## config.mk

```make
export PLATFORM = sky130hd
export DESIGN_NAME = char_class
export DESIGN_NICKNAME = d
export VERILOG_FILES = /design/src/rtl/cpu_checker_char_class.sv
export SDC_FILE = /design/constraint.sdc
export NUM_CORES = 1
export LEC_CHECK = 0
export CAP_MARGIN = 20
export CORE_AREA = 2 2 39 41
export DETAILED_ROUTE_END_ITERATION = 10
export DIE_AREA = 0 0 41 43
export PLACE_DENSITY = 0.36
export SETUP_SLACK_MARGIN = 0.05
export SYNTH_ARGS = -nofsm -noshare
export SYNTH_HDL_FRONTEND = slang
export SYNTH_SLANG_ARGS = --single-unit
```

## constraint.sdc

```tcl
create_clock -name vclk -period 1
set_clock_uncertainty 0.05 [all_clocks]
set_input_delay 0.1 -clock vclk [all_inputs]
set_output_delay 0.1 -clock vclk [all_outputs]
set_load 0.01 [all_outputs]
```

## src/rtl/cpu_checker_char_class.sv

```systemverilog
// Combinational ASCII classifier shared by every parse state.
module char_class (
    input  logic [7:0] char,
    output logic       is_dec,
    output logic       is_hex_lc,
    output logic       is_space,
    output logic       is_caret,
    output logic       is_hash,
    output logic       is_body_sym
);

    // Hex digits are lowercase only; 'A'-'F' deliberately fall through as errors.
    assign is_dec      = (char >= 8'h30) && (char <= 8'h39);
    assign is_hex_lc   = is_dec || ((char >= 8'h61) && (char <= 8'h66));
    assign is_space    = (char == 8'h20);
    assign is_caret    = (char == 8'h5e);
    assign is_hash     = (char == 8'h23);
    assign is_body_sym = (char == 8'h24) || (char == 8'h2a);

endmodule

```

Word level (Yosys, flattened, before mapping) --
Index checks and enable logic that the tools add are counted.
Storage, ports and cells: flip-flop bits (word level) 0, input port bits 8, output and inout port bits 6, logic and storage cells 13
Operators by class: order comparisons 4, eq/ne operators 5, reduce and logical (&&, ||, !) cells 4
Operators with widths (count):
- 8-bit by 6-bit equality test with 1-bit output (second input constant) | 4
- 8-bit by 7-bit equality test with 1-bit output (second input constant) | 1
- 8-bit by 6-bit greater-or-equal comparator with 1-bit output (second input constant) | 1
- 8-bit by 7-bit greater-or-equal comparator with 1-bit output (second input constant) | 1
- 8-bit by 6-bit less-or-equal comparator with 1-bit output (second input constant) | 1
- 8-bit by 7-bit less-or-equal comparator with 1-bit output (second input constant) | 1
- 1-bit logical AND | 2
- 1-bit logical OR | 2

Depth between registers and ports, before layout --
Gate-level depths: netlist of run 1.
depth after elaboration 3, depth in mapped cells 3, gate-level depth less buffers 3

Worst setup path after synthesis of run 1 --
Ideal clock, no wire load.
path type input -> output, start point input port char[7], end point output port is_hash, data arrival time 1019 ps, required time 850 ps, setup slack -169 ps, stages 3, buffers on the path 0, cells stage by stage or2_1 or4_4 nor2_1
On the way: longest elaborated chain between the ends 1
RTL lines:
- from (decl) | RTL line 3 | input logic [7:0] char,
- 8-bit by 6-bit equality test with 1-bit output | RTL line 17 | assign is_hash = (char == 8'h23);
- to (decl) | RTL line 8 | output logic is_hash,
Every way passes these cells.

Worst setup path in the final report of run 1 --
start point input port char[6], end point output port is_space
On the way: longest elaborated chain between the ends 1
RTL lines:
- 8-bit by 6-bit equality test with 1-bit output | RTL line 15 | assign is_space = (char == 8'h20);
- to (decl) | RTL line 6 | output logic is_space,
Every way passes these cells.

==> flow_metrics.tcl, run 1 <==
set metrics [dict create \
    maxCapViolCount 0 \
    clockBufferCount 0 \
    initial_utilization_pct 9.31 \
    hold-path-cell-count 4 \
    yosys_warnings 0 \
    place_area_um2 358 \
    drive_above_1_share_pct 77.3 \
    yosysTopAreaCell "nor4_1" \
    pwr-share-seq_pct 0 \
    die_h_um 43 \
    first_pass_iters 2 \
    max_slew_margin_pct 84.9 \
    dieArea_mm2 0.00176 \
    ant_nets 0 \
    first_iter_violations 6 \
    via_per_inst 4.13 \
    crit_chain "buf_6 > or2_4 > or4_4 > nor3_4 > buf_2" \
    drc 0 \
    io_buffers 14 \
    grt_pass1_wl_um 952 \
    synthDistinctLibCells 15 \
    vias 248 \
    synth_common_cells "3 x nand2_1, 2 x nor2_1, 2 x nor4_1, 2 x or2_1" \
    syn_inst 20 \
    worstMarginPinSlew_ps 227 \
    setup_violations 5 \
    powerDensity_mw_per_mm2 313 \
    fmax_mhz 735 \
    grt-ovfl-total 0 \
    fin_util_pct 28.8 \
    period_needed_ps 1360 \
    synth_mux_area_share_pct 0 \
    fin_crit_sh_pct 136 \
    worstPathArrival_ps 1210 \
    fin_nets 54 \
    synth-adder-area-share_pct 0 \
    synth_area_leaders "nor4_1 9.7%, or2_1 9.7%, nand2_1 8.7%" \
    seqCellArea_um2 0 \
    grt_busiest_layer "met2" \
    seq_cell_count 0 \
    yosysMostFrequentCell "nand2_1" \
    place_hpwl_um 464 \
    ys_seq_area_share_pct 0 \
    hold_class "in2out" \
    grt_use_total_pct 7.39 \
    grt_pass1_vias 219 \
    violations "negative setup slack" \
    critical_path_required_ps 850 \
    slew_viol_final 0 \
    rsz0062_at_grt "yes" \
    p_int_mw 0.0717 \
    synth_top_family_by_area "simple AND/OR/NAND/NOR gates" \
    diodes 0 \
    setup_tns_ps -1140 \
    area_growth_pct 209 \
    cp-start-kind "input pin" \
    end_kind "primary output" \
    status "complete, but fails checks" \
    place_ws_ps -1110 \
    synth-compound-area-share_pct 19.4 \
    min-delay-start "char[4]" \
    num_rows 14 \
    met2_usage_pct 13.4 \
    worst_slack_ps -360 \
    power.switching_mw 0.0530 \
    synth_xor_area_share_pct 0 \
    wl_um 607 \
    crit_type "in2out" \
    core_area_mm2 0.00138 \
    power.total_mw 0.125 \
    critPathSlowestCell "or4_4" \
    vdd_ir_drop_max_mv 0.119 \
    grt_max_degree 7 \
    hold_viol_final 0 \
    postCtsHoldBufs 0 \
    gp_congestion 0.740 \
    cpPeakStageDelay_ps 520 \
    synth_area_um2 129 \
    min_to "is_caret" \
    syn_area_per_cell_um2 6.44 \
    stdcell_area_um2 398 \
    leakage_nw 0.181 \
    wl_per_cell_um 10.1 \
    critPathMaxFanout 2 \
    synthSimpleGateAreaFrac_pct 80.6 \
    synth_nets 28 \
    met3_usage_pct 0 \
    antenna_found_initial 0 \
    switching_share_pct 42.5 \
    dp_cells 58 \
    timing.critical_path.from "char[6]" \
    stdcell_count 60 \
    pwr-share-clk_pct 0 \
    io_pins 14 \
    yosysTopAreaCellShare_pct 9.71 \
    die_width_um 41 \
    p_comb_share_pct 100.0 \
    timing.hold.ws_ps 474 \
    grtUsageMet1_pct 9.81 \
]
cell type report:
class                      instances  area, um^2
tap                               16        20.0
timing repair buffer              24         190
multi-input combinational         20         188
fill                             156         986
placed cells by master, fill, tap and decap left out:
cell,instances
buf_2,8
buf_4,8
buf_6,6
nand2_1,3
or2_4,2
nor2_1,1
and3b_1,1
a21oi_1,1
nand2b_4,1
nor4_4,1
a211oi_4,1
nand3_1,1
o21ai_0,1
or4b_4,1
o21bai_1,1
or4_4,1
nor3_4,1
nand4b_1,1
nor4_2,1
nor2_2,1
buf_8,1
clkbuf_4,1
critical path: cells and delay by family:
kind | cells | cell delay, ps
buffers and inverters | 2 | 230
AND/OR/NAND/NOR | 3 | 880
power groups by stage:
stage	Clock (mW)	Sequential, mW	Combinational [mW]
after floorplan	0	0	0.0218
after global placement	0	0	0.0979
after detailed placement	0	0	0.0985
after CTS	0	0	0.104
after global routing	0	0	0.134
final	0	0	0.125
worst max path at each step:
stage               endpoint  slack, ps  cells past startpoint
global placement    is_space      -1080                      5
finish              is_space       -360                      5
CTS                 is_space       -360                      5
global route        is_space       -400                      5
floorplan            is_hash       -160                      3
detailed placement  is_space      -1110                      5
repair_timing:
item                                    4_1_cts  5_1_grt
pin swaps                                    11        6
endpoints found under the setup margin        6        6
gates resized for setup                      66       11
setup buffers                                 2        1
gates cloned                                  0        0
per-layer routing:
| metal | part of all wire [%] | up-vias |
|---|---|---|
| li1 | - | 125 |
| met1 | 44 | 117 |
| met2 | 52 | 6 |
| met5 | 0 | - |
| met3 | 4.0 | 0 |
| met4 | 0 | 0 |
cells by family after synthesis:
family,count (synthesis)
AOI/OAI and AO/OA,4
and+or+nand+nor,16
(Power assumes the default switching activity.)
==> run 2, diff against run 1 <==
--- a/config.mk
+++ b/config.mk
@@ -5,10 +5,10 @@
 export SDC_FILE = /design/constraint.sdc
 export NUM_CORES = 1
 export LEC_CHECK = 0
-export CAP_MARGIN = 20
 export CORE_AREA = 2 2 39 41
 export DETAILED_ROUTE_END_ITERATION = 10
 export DIE_AREA = 0 0 41 43
+export MAX_ROUTING_LAYER = met4
 export PLACE_DENSITY = 0.36
 export SETUP_SLACK_MARGIN = 0.05
 export SYNTH_ARGS = -nofsm -noshare
==> results of run 2 <==
The final DEF is identical to that of run 1; final timing and power are the same.
Main changes from that run: final weighted congestion in routability-driven placement 0.740 -> 0.749; overall routing resource usage 7.39% -> 7.57%
==> run 3, diff against run 2 <==
--- a/config.mk
+++ b/config.mk
@@ -10,6 +10,7 @@
 export DIE_AREA = 0 0 41 43
 export MAX_ROUTING_LAYER = met4
 export PLACE_DENSITY = 0.36
+export REMOVE_ABC_BUFFERS = 1
 export SETUP_SLACK_MARGIN = 0.05
 export SYNTH_ARGS = -nofsm -noshare
 export SYNTH_HDL_FRONTEND = slang
==> run 3 against run 2 <==
The run still ends with negative setup slack left; cell area shrank 4.4%; first-iteration DRC count decreased by 100%; die area stayed put; power is 5.4% lower; highest routed layer unchanged.
==> flow_metrics.tcl, run 3 (synthesized netlist as in run 1, its figures left out) <==
set metrics [dict create \
    violations "negative setup slack" \
    critPathSlowestCell "or4b_1" \
    drc 0 \
    fin_crit_sh_pct 126 \
    stdcell_area_um2 380 \
    io_pins 14 \
    dieArea_mm2 0.00176 \
    path_buf_inv 2 \
    via_per_inst 4.17 \
    antenna_found_initial 0 \
    end_kind "primary output" \
    max_slew_margin_pct 87.3 \
    hold_viol_final 0 \
    grt_max_degree 6 \
    layout_commonest_cell "buf_4" \
    place_area_um2 349 \
    vdd_ir_drop_max_mv 0.127 \
    leakage_nw 0.170 \
    status "complete, but fails checks" \
    cpPeakStageDelay_ps 480 \
    gp_congestion 0.701 \
    maxCapViolCount 0 \
    setup_violations 5 \
    worst_slack_ps -261 \
    num_rows 14 \
    period_needed_ps 1260 \
    critPathMaxFanout 3 \
    vias 246 \
    crit_chain "buf_6 > nand2b_4 > or4b_1 > o21bai_1 > buf_2" \
    die_h_um 43 \
    grt_pass1_vias 208 \
    wl_per_cell_um 10.1 \
    fin_util_pct 27.5 \
    seqCellArea_um2 0 \
    power.total_mw 0.118 \
    first_iter_violations 0 \
    fmax_mhz 793 \
    drive_above_1_share_pct 74.4 \
    worstMarginPinSlew_ps 189 \
    slew_viol_final 0 \
    rsz0062_at_grt "yes" \
    postCtsHoldBufs 0 \
    clockBufferCount 0 \
    grt-ovfl-total 0 \
    diodes 0 \
    layout_common_cells "9 x buf_4, 7 x buf_2, 6 x buf_6" \
    area_growth_pct 195 \
    dp_cells 58 \
    cp-start-kind "input pin" \
    critical_path_required_ps 850 \
    die_width_um 41 \
    initial_utilization_pct 9.31 \
    crit_type "in2out" \
    first_pass_iters 1 \
    ant_nets 0 \
    grt_use_total_pct 7.68 \
    wl_um 597 \
    core_area_mm2 0.00138 \
    grt_pass1_wl_um 986 \
    io_buffers 14 \
    hold_class "in2out" \
    powerDensity_mw_per_mm2 310 \
    stdcell_count 59 \
    fin_nets 53 \
    worstPathArrival_ps 1110 \
    seq_cell_count 0 \
    path_delay_family "simple AND/OR/NAND/NOR gates" \
]
-- run 3: cell type report --
class / instances / area (um^2)
fill: 161 / 1000
multi-input combinational: 20 / 179
timing repair buffer: 23 / 181
tap: 16 / 20.0
-- run 3: worst paths after layout --
check	from	endpoint	slack (ps)	cells past startpoint
worst max-delay path	char[4]	is_hex_lc	-260	5
worst min-delay path	char[4]	is_caret	470	4
-- run 3: stage by stage --
step | worst slack, ps | setup TNS (ps) | hold slack, ps
floorplan | -169 | -435 | 183
global placement | -1060 | -5820 | 1150
detailed placement | -1090 | -5870 | 1160
CTS | -322 | -1160 | 455
global route | -284 | -1070 | 477
finish | -261 | -924 | 472
-- run 3: report_power, final --
part           total (mW)  internal [mW]  switching, mW  leakage [nW]
registers               0              0              0             0
logic               0.118         0.0665         0.0514         0.170
clock network           0              0              0             0
total               0.118         0.0665         0.0514         0.170
-- run 3: what timing repair did --
item                       in CTS  in global routing
setup buffers                   2                  0
gates resized for setup        67                  6
pin swaps                      10                  5
setup endpoints to repair       6                  6
-- run 3: layer usage --
layer,GRT usage (%),wire [um],vias up
li1,-,-,125
met1,11.4,231,114
met2,12.2,333,7
met3,0,32,0
met4,0,0,0
met5,-,0,-
